===== src/rtl/uart_rx_data_sampler.sv =====
// UART RX data sampler: per-bit edge counter, bit counter and 3-point majority vote.
// Define UART_RX_SAMPLER_SYNC_EN to pass RX_IN through a two-flop synchronizer first.
module uart_rx_data_sampler #(
    parameter int unsigned PRESCALE_WIDTH = 6
) (
    input  logic                      CLK,
    input  logic                      Reset,
    input  logic                      RX_IN,
    input  logic [PRESCALE_WIDTH-1:0] prescale,
    input  logic                      sample_en,
    output logic [PRESCALE_WIDTH-1:0] edge_cnt,
    output logic [3:0]                bit_cnt,
    output logic                      sampled_data,
    output logic                      sampled,
    output logic                      bit_done
);

    localparam logic [PRESCALE_WIDTH-1:0] CntOne = {{(PRESCALE_WIDTH-1){1'b0}}, 1'b1};

    logic                      w_rx;
    logic                      w_run;
    logic                      w_wrap;
    logic [PRESCALE_WIDTH-1:0] w_half;
    logic [PRESCALE_WIDTH-1:0] w_last;
    logic [PRESCALE_WIDTH-1:0] w_pt0;
    logic [PRESCALE_WIDTH-1:0] w_pt1;
    logic [PRESCALE_WIDTH-1:0] w_pt2;

    logic [PRESCALE_WIDTH-1:0] r_edge_cnt;
    logic [PRESCALE_WIDTH-1:0] w_edge_cnt_nxt;
    logic [3:0]                r_bit_cnt;
    logic [3:0]                w_bit_cnt_nxt;
    logic                      r_s0;
    logic                      r_s1;
    logic                      r_s2;
    logic                      w_s0_nxt;
    logic                      w_s1_nxt;
    logic                      w_s2_nxt;
    logic                      r_sampled_data;
    logic                      w_sampled_data_nxt;
    logic                      r_sampled;
    logic                      w_sampled_nxt;
    logic                      r_bit_done;
    logic                      w_bit_done_nxt;
    logic                      r_blocked;

`ifdef UART_RX_SAMPLER_SYNC_EN
    logic [1:0] r_sync;

    always_ff @(posedge CLK or posedge Reset) begin
        if (Reset) begin
            r_sync <= 2'b11;
        end else begin
            r_sync <= {r_sync[0], RX_IN};
        end
    end

    assign w_rx = r_sync[1];
`else
    assign w_rx = RX_IN;
`endif

    assign w_half = prescale >> 1;
    assign w_last = prescale - CntOne;
    assign w_pt0  = w_half - CntOne;
    assign w_pt1  = w_half;
    assign w_pt2  = w_half + CntOne;

    // After reset the counters stay idle until sample_en has been seen low once.
    assign w_run  = sample_en & ~r_blocked;
    // '>=' so a shrinking prescale wraps immediately and illegal values never lock up.
    assign w_wrap = w_run & (r_edge_cnt >= w_last);

    always_comb begin
        w_edge_cnt_nxt     = '0;
        w_bit_cnt_nxt      = '0;
        w_s0_nxt           = r_s0;
        w_s1_nxt           = r_s1;
        w_s2_nxt           = r_s2;
        w_sampled_data_nxt = r_sampled_data;
        w_sampled_nxt      = 1'b0;
        w_bit_done_nxt     = 1'b0;

        if (w_run) begin
            if (w_wrap) begin
                w_edge_cnt_nxt = '0;
                w_bit_cnt_nxt  = r_bit_cnt + 4'd1;
                w_bit_done_nxt = 1'b1;
            end else begin
                w_edge_cnt_nxt = r_edge_cnt + CntOne;
                w_bit_cnt_nxt  = r_bit_cnt;
            end

            if (r_edge_cnt == w_pt0) begin
                w_s0_nxt = w_rx;
            end
            if (r_edge_cnt == w_pt1) begin
                w_s1_nxt = w_rx;
            end
            // Vote uses the live third sample so the strobe lands at P/2+2.
            if (r_edge_cnt == w_pt2) begin
                w_s2_nxt           = w_rx;
                w_sampled_nxt      = 1'b1;
                w_sampled_data_nxt = (r_s0 & r_s1) | (r_s0 & w_rx) | (r_s1 & w_rx);
            end
        end
    end

    always_ff @(posedge CLK or posedge Reset) begin
        if (Reset) begin
            r_edge_cnt     <= '0;
            r_bit_cnt      <= '0;
            r_s0           <= 1'b1;
            r_s1           <= 1'b1;
            r_s2           <= 1'b1;
            r_sampled_data <= 1'b1;
            r_sampled      <= 1'b0;
            r_bit_done     <= 1'b0;
        end else begin
            r_edge_cnt     <= w_edge_cnt_nxt;
            r_bit_cnt      <= w_bit_cnt_nxt;
            r_s0           <= w_s0_nxt;
            r_s1           <= w_s1_nxt;
            r_s2           <= w_s2_nxt;
            r_sampled_data <= w_sampled_data_nxt;
            r_sampled      <= w_sampled_nxt;
            r_bit_done     <= w_bit_done_nxt;
        end
    end

    always_ff @(posedge CLK or posedge Reset) begin
        if (Reset) begin
            r_blocked <= 1'b1;
        end else if (!sample_en) begin
            r_blocked <= 1'b0;
        end
    end

    assign edge_cnt     = r_edge_cnt;
    assign bit_cnt      = r_bit_cnt;
    assign sampled_data = r_sampled_data;
    assign sampled      = r_sampled;
    assign bit_done     = r_bit_done;

endmodule


===== config.mk =====
export PLATFORM = sky130hd
export DESIGN_NAME = uart_rx_data_sampler
export DESIGN_NICKNAME = d
export VERILOG_FILES = /design/src/rtl/uart_rx_data_sampler.sv
export SDC_FILE = /design/constraint.sdc
export NUM_CORES = 1
export LEC_CHECK = 0
export BUFFER_PORTS_ARGS = -buffer_cell sky130_fd_sc_hd__buf_2
export CAP_MARGIN = 20
export CORE_ASPECT_RATIO = 1.5
export CORE_MARGIN = 4
export CORE_UTILIZATION = 49
export DETAILED_ROUTE_END_ITERATION = 10
export PLACE_DENSITY = 0.75
export SETUP_SLACK_MARGIN = 0.15
export SLEW_MARGIN = 30
export SYNTH_ARGS = -nofsm -noshare
export SYNTH_HDL_FRONTEND = slang
export SYNTH_SLANG_ARGS = --single-unit

===== constraint.sdc =====
create_clock -name CLK -period 1.85 [get_ports CLK]
set_input_delay 0.185 -clock CLK [delete_from_list [all_inputs] [get_ports CLK]]
set_output_delay 0.185 -clock CLK [all_outputs]
set_load 0.02 [all_outputs]

==> results.yml, run 1 <==
detailed_routing:
  wl_met3_um: 109
  firstDrtPassIters: 4
  top_layer: "met4"
  viasPerCell: 5.50
  wl_per_cell_um: 15.0
  ant_nets: 0
  met1_length_mm: 1.18
  wl_mm: 2.95
  drt-initial-drc-count: 11
  drc: 0
  vias: 1083
  dr_wl_met2_mm: 1.56
setup_path:
  endpoint_kind: "flip-flop"
  required_ns: 2.06
  cp-start-kind: "flip-flop"
  timing.rr.start: "edge_cnt[4]"
  reg2reg_depth: 4
  crit_path_max_incr_delay_ns: 0.50
  cp_cell_sequence: "xnor2_2 -> or4b_4 -> a2111oi_4 -> mux2_4"
  critPathTopFamily: "simple AND/OR/NAND/NOR gates"
  cp_max_fo: 2
  worstSetupPathType: "reg2reg"
  arrival_ns: 2.06
  crit_buf_inv: 0
  critPathLaunch: "edge_cnt[4]"
  cp.depth: 4
  rrSetupSlack_ns: -0.003
  crit_end: "sampled_data"
  critPathSlowestCell: "or4b_4"
  r2r_end: "sampled_data"
synth:
  synthXorXnorAreaFrac: 0.140
  seq_area_frac_synth: 0.340
  synth_top_family_by_area: "simple AND/OR/NAND/NOR gates"
  synth_compound_area_frac: 0.0998
  synth_warnings: 0
  yosysUniqueCellTypes: 35
  syn_avg_cell_area_um2: 9.45
  netlist_area_um2: 1190
  muxShareOfSynthArea: 0.0452
  synthCells: 126
  synth_simple_gate_area_share: 0.202
  syn_nets: 148
  ys_seq_elements: 16
  synthAdderAreaFrac: 0.134
pwr:
  p_per_area_nw_per_um2: 572
  ir_worst_vdd_uv: 481
  power_leakage_nw: 0.805
placed_design:
  place_area_um2: 1490
  dp_hpwl_mm: 2.15
  gp_congestion: 0.894
  portBuffers: 22
clocking:
  cts_root_buf: "clkbuf_4"
  clkLatencyLatePin_ns: 0.29
  cts_max_level: 1
  cts_sinks: 16
  clkTransAtPathRegs_ns: 0.10
  cts_tree: "yes"
  cts_buffers: 3
  cts_buffer_depth: 2
floorplan:
  fp.dieH_um: 68.4
  std_cell_rows: 21
  dieArea_um2: 3300
  fp.coreArea_um2: 2290
  pin_count: 23
  die_x_um: 48.3
  floorplan.initialDensity: 0.521
grt:
  grt_pass1_vias: 1123
  grt_pass1_wl_mm: 4.90
  antenna_found_initial: 0
  grt_remaining_overflow: 0
  grtUsageTotal: 0.207
  grt_max_degree: 17
outcome:
  run_status: "finished with violations"
  failed_checks: "negative setup slack"
timing:
  tns_ns: -0.00291
  fin_ws_ns: -0.00291
  fin_skew_ns: 0.0100
  worstMarginPinSlew_ns: 0.577
  slew_violations: 0
  max_freq_mhz: 540
  setup_violations: 1
  relSlewSlack: 0.615
  rsz0062_at_grt: "true"
  final.period_utilization: 1.00
  period_needed_ns: 1.85
  hold_viol: 0
flow_run:
  maxCapViolations: 0
cells_and_area:
  fin_nets: 197
  n_antenna_cell: 0
  design_area_um2: 1740
  area_growth_pct: 45.8
  final_util: 0.760
  drive_gt1_frac: 0.477
hold_path:
  hp-class: "in2reg"
-- sequential cells by signal, summed over array words and instances, names as in the netlist --
signal	count
bit_cnt	4
sampled_data	1
bit_done	1
edge_cnt	6
r_s0	1
sampled	1
r_s1	1
r_blocked	1
-- report_power, final --
group | total, mW | leakage (nW) | switching (mW) | internal (mW)
Sequential | 0.431 | 0.204 | 0.0285 | 0.403
Clock | 0.226 | 0.0210 | 0.107 | 0.120
Combinational | 0.336 | 0.581 | 0.168 | 0.168
Total | 0.994 | 0.805 | 0.303 | 0.691
-- cell usage after synthesis --
cell type,instances,area (um^2)
a21boi_1,1,7.51
maj3_1,1,10.0
xor2_1,6,52.6
nor2_1,14,52.6
and2_1,3,18.8
a211oi_1,1,7.51
mux2_1,3,33.8
o311ai_1,1,8.76
mux2i_1,2,20.0
a31o_1,1,8.76
buf_2,1,5.00
a2111oi_4,1,27.5
nor2b_1,2,12.5
inv_1,8,30.0
nand2b_1,4,25.0
a21oi_1,3,15.0
nor3_1,3,15.0
nand3b_1,1,7.51
o221ai_1,1,8.76
or4b_4,1,13.8
nand3_1,5,25.0
nand4_1,3,18.8
o211ai_1,2,15.0
nand4b_1,1,8.76
dfstp_2,4,105
a21o_1,1,7.51
nand2_1,8,30.0
clkbuf_1,3,11.3
o21a_1,1,7.51
or2_1,1,6.26
dfrtp_1,12,300
ha_1,12,150
o21ai_0,1,5.00
nor4_1,1,6.26
xnor2_1,13,114
-- stage by stage --
stage	hold slack [ns]	instances	power, mW	setup WS [ns]
CTS	0.132	194	0.976	0.0139
floorplan	0.0959	126	0.613	-0.203
finish	0.141	197	0.994	-0.00291
global placement	0.263	186	0.694	-0.278
detailed placement	0.279	186	0.706	-0.384
global route	0.137	197	1.05	-0.0775
-- how the worst min path moves through the flow --
stage                     startpoint         end  slack, ns  cells after the start
after CTS                  sample_en   r_blocked       0.13                      2
after floorplan                Reset  bit_cnt[0]        0.1                      1
final                      sample_en   r_blocked       0.14                      2
after global placement         Reset     sampled       0.26                      2
after detailed placement       Reset     sampled       0.28                      2
after global routing       sample_en   r_blocked       0.14                      2
-- metal layers --
| metal | vias to the layer above | global-route usage |
|---|---|---|
| met5 | - | 0 |
| li1 | 528 | - |
| met3 | 11 | 0.0184 |
| met2 | 32 | 0.358 |
| met1 | 512 | 0.242 |
| met4 | 0 | 0.101 |
-- cells by family after synthesis --
group	count (synthesis)
AOI/OAI and AO/OA	14
buffers and inverters	12
adders and majority gates	13
xor gates and xnor gates	19
and+or+nand+nor	47
muxes	5
DFF	16
-- placed cells by master (no fill, tap or decap), types with 2 or more instances in the layout --
master and n:
a21oi_2 3, and2_1 3, buf_2 20, buf_4 22, buf_6 3, buf_8 2, clkbuf_4 3, dfrtp_1 10
dfrtp_2 2, dfstp_2 4, ha_1 7, ha_2 2, ha_4 3, inv_1 6, inv_6 2, mux2_1 2
mux2i_1 2, nand2_1 8, nand2b_1 4, nand3_1 5, nand4_1 3, nor2_1 10, nor2_2 3, nor2b_1 2
nor3_1 3, o211ai_1 2, xnor2_1 9, xnor2_2 4, xor2_1 6
-- cell type report --
type / count / area, um^2
Tap cell: 23 / 28.8
Multi-Input combinational cell: 98 / 885
Inverter: 8 / 40.0
Fill cell: 161 / 549
Sequential cell: 16 / 408
Clock buffer: 4 / 36.3
Timing Repair Buffer: 48 / 339
-- repair_timing --
item | CTS | global route
pin swaps | 18 | 12
gates resized for setup | 22 | 12
gates cloned | 0 | 0
endpoints found under the setup margin | 13 | 15
hold buffers | 1 | 0
endpoints found under the hold margin | 12 | 0
setup buffers | 3 | 3
(Power assumes the default switching activity.)
==> inputs of run 2 (changes only) <==
--- a/config.mk
+++ b/config.mk
@@ -12,7 +12,7 @@
 export CORE_UTILIZATION = 49
 export DETAILED_ROUTE_END_ITERATION = 10
 export PLACE_DENSITY = 0.75
-export SETUP_SLACK_MARGIN = 0.15
+export SETUP_SLACK_MARGIN = 0.02
 export SLEW_MARGIN = 30
 export SYNTH_ARGS = -nofsm -noshare
 export SYNTH_HDL_FRONTEND = slang
==> run 2 against run 1 <==
The run still ends with negative setup slack left. Highest routed layer unchanged. Power is 4.3% lower. Largest power group unchanged. Via count is 0.92% higher. Flip-flop and latch count stayed put. Largest cell class unchanged. Hold slack better by 0.017 ns.
==> results.yml, run 2 (synthesis results as in run 1) <==
outcome:
  run_status: "finished with violations"
  failed_checks: "negative setup slack"
placed_design:
  dp_hpwl_mm: 2.22
  portBuffers: 22
  gp_congestion: 0.893
grt:
  grt_max_degree: 17
  antenna_found_initial: 0
  grt_remaining_overflow: 0
  grt_pass1_vias: 1086
  grt_pass1_wl_mm: 4.76
  grtUsageTotal: 0.204
timing:
  max_freq_mhz: 537
  fin_ws_ns: -0.0125
  worstMarginPinSlew_ns: 0.599
  hold_viol: 0
  setup_violations: 1
  fin_skew_ns: 0.00784
  rsz0062_at_grt: "true"
  final.period_utilization: 1.01
  slew_violations: 0
  relSlewSlack: 0.600
  period_needed_ns: 1.86
  tns_ns: -0.0125
setup_path:
  endpoint_kind: "flip-flop"
  cp.depth: 4
  critPathTopFamily: "simple AND/OR/NAND/NOR gates"
  required_ns: 2.06
  timing.rr.start: "edge_cnt[2]"
  crit_buf_inv: 1
  cp_max_fo: 3
  cp_cell_sequence: "buf_4 -> or4b_4 -> a2111oi_4 -> mux2_4"
  rrSetupSlack_ns: -0.01
  critPathSlowestCell: "or4b_4"
  worstSetupPathType: "reg2reg"
  cp-start-kind: "flip-flop"
  arrival_ns: 2.07
  crit_path_max_incr_delay_ns: 0.52
  reg2reg_depth: 4
  critPathLaunch: "edge_cnt[2]"
cells_and_area:
  n_antenna_cell: 0
  mostFrequentLayoutCell: "buf_4"
  final_cell_mix: "27 x buf_4, 20 x buf_2, 13 x nor2_1, 12 x dfrtp_1, 10 x xnor2_1"
  fillers: 159
  fin_nets: 201
  area_growth_pct: 43.8
  drive_gt1_frac: 0.433
  largest_register_ffs: 6
detailed_routing:
  wl_mm: 2.99
  wl_per_cell_um: 14.9
  viasPerCell: 5.44
  drt-initial-drc-count: 18
  firstDrtPassIters: 4
  drc: 0
  ant_nets: 0
  vias: 1093
pwr:
  p_per_area_nw_per_um2: 555
  ir_worst_vdd_uv: 633
  power_leakage_nw: 0.817
  power_mw: 0.951
clocking:
  clkTransAtPathRegs_ns: 0.09
  cts_buffer_depth: 2
  clkLatencyLatePin_ns: 0.28
  cts_tree: "yes"
  cts_max_level: 1
  cts_buffers: 3
  cts_sinks: 16
  cts_root_buf: "clkbuf_4"
hold_path:
  hp-class: "in2reg"
  min_path_cells: 2
  hp-start: "sample_en"
floorplan:
  fp.coreArea_um2: 2290
  pin_count: 23
  die_x_um: 48.3
  fp.dieH_um: 68.4
  dieArea_um2: 3300
  floorplan.initialDensity: 0.521
  std_cell_rows: 21
flow_run:
  maxCapViolations: 0
## run 2: layout make-up
type	instances	area [um^2]	share of cell area
clock buffers	4	26.3	0.0153
inverters	8	40.0	0.0234
multi-input cells	98	851	0.497
flip-flops and latches	16	405	0.237
well taps	23	28.8	0.0168
repair buffers	52	362	0.211
## run 2: what timing repair did
action / CTS / global route
hold buffers: 1 / 0
resized for setup: 5 / 20
setup endpoints to repair: 11 / 13
buffers inserted: 3 / 4
pin swaps: 5 / 16
hold endpoints to repair: 12 / 0
## run 2: worst reg2reg max path, stage by stage, from the launching register on
cell       delay [ns]
dfrtp_1          0.42
buf_4            0.16
or4b_4           0.52
a2111oi_4        0.36
mux2_4           0.33
## run 2: path summary, 6_finish.rpt
kind                                     end
worst max-delay path            sampled_data
worst min-delay path               r_blocked
worst max register to register  sampled_data
worst min register to register     r_blocked
max in group asynchronous         bit_cnt[2]
min in group asynchronous        edge_cnt[5]
## run 2: metrics by stage
step	setup slack [ns]	cell area [um^2]	std cells	utilization	hold slack, ns
5_1_grt	-0.112	1710	201	0.749	0.163
6_report	-0.0125	1710	201	0.749	0.158
2_1_floorplan	-0.203	1250	126	-	0.0959
4_1_cts	0.0110	1590	197	0.697	0.155
3_3_place_gp	-0.311	1510	189	0.661	0.270
3_5_place_dp	-0.447	1510	189	0.661	0.279
## run 2: power by group
part / leakage, nW / switching [mW] / internal, mW
logic: 0.596 / 0.171 / 0.170
registers: 0.207 / 0.0259 / 0.403
clock network: 0.0150 / 0.0981 / 0.0836
## run 2: metal layers
layer  GRT usage  routed length, um  vias to the layer above
li1            -                  -                      537
met5           0                  0                        -
met1       0.238               1170                      530
met4      0.0909                 71                        0
met2       0.351               1670                       20
met3      0.0263                 80                        6
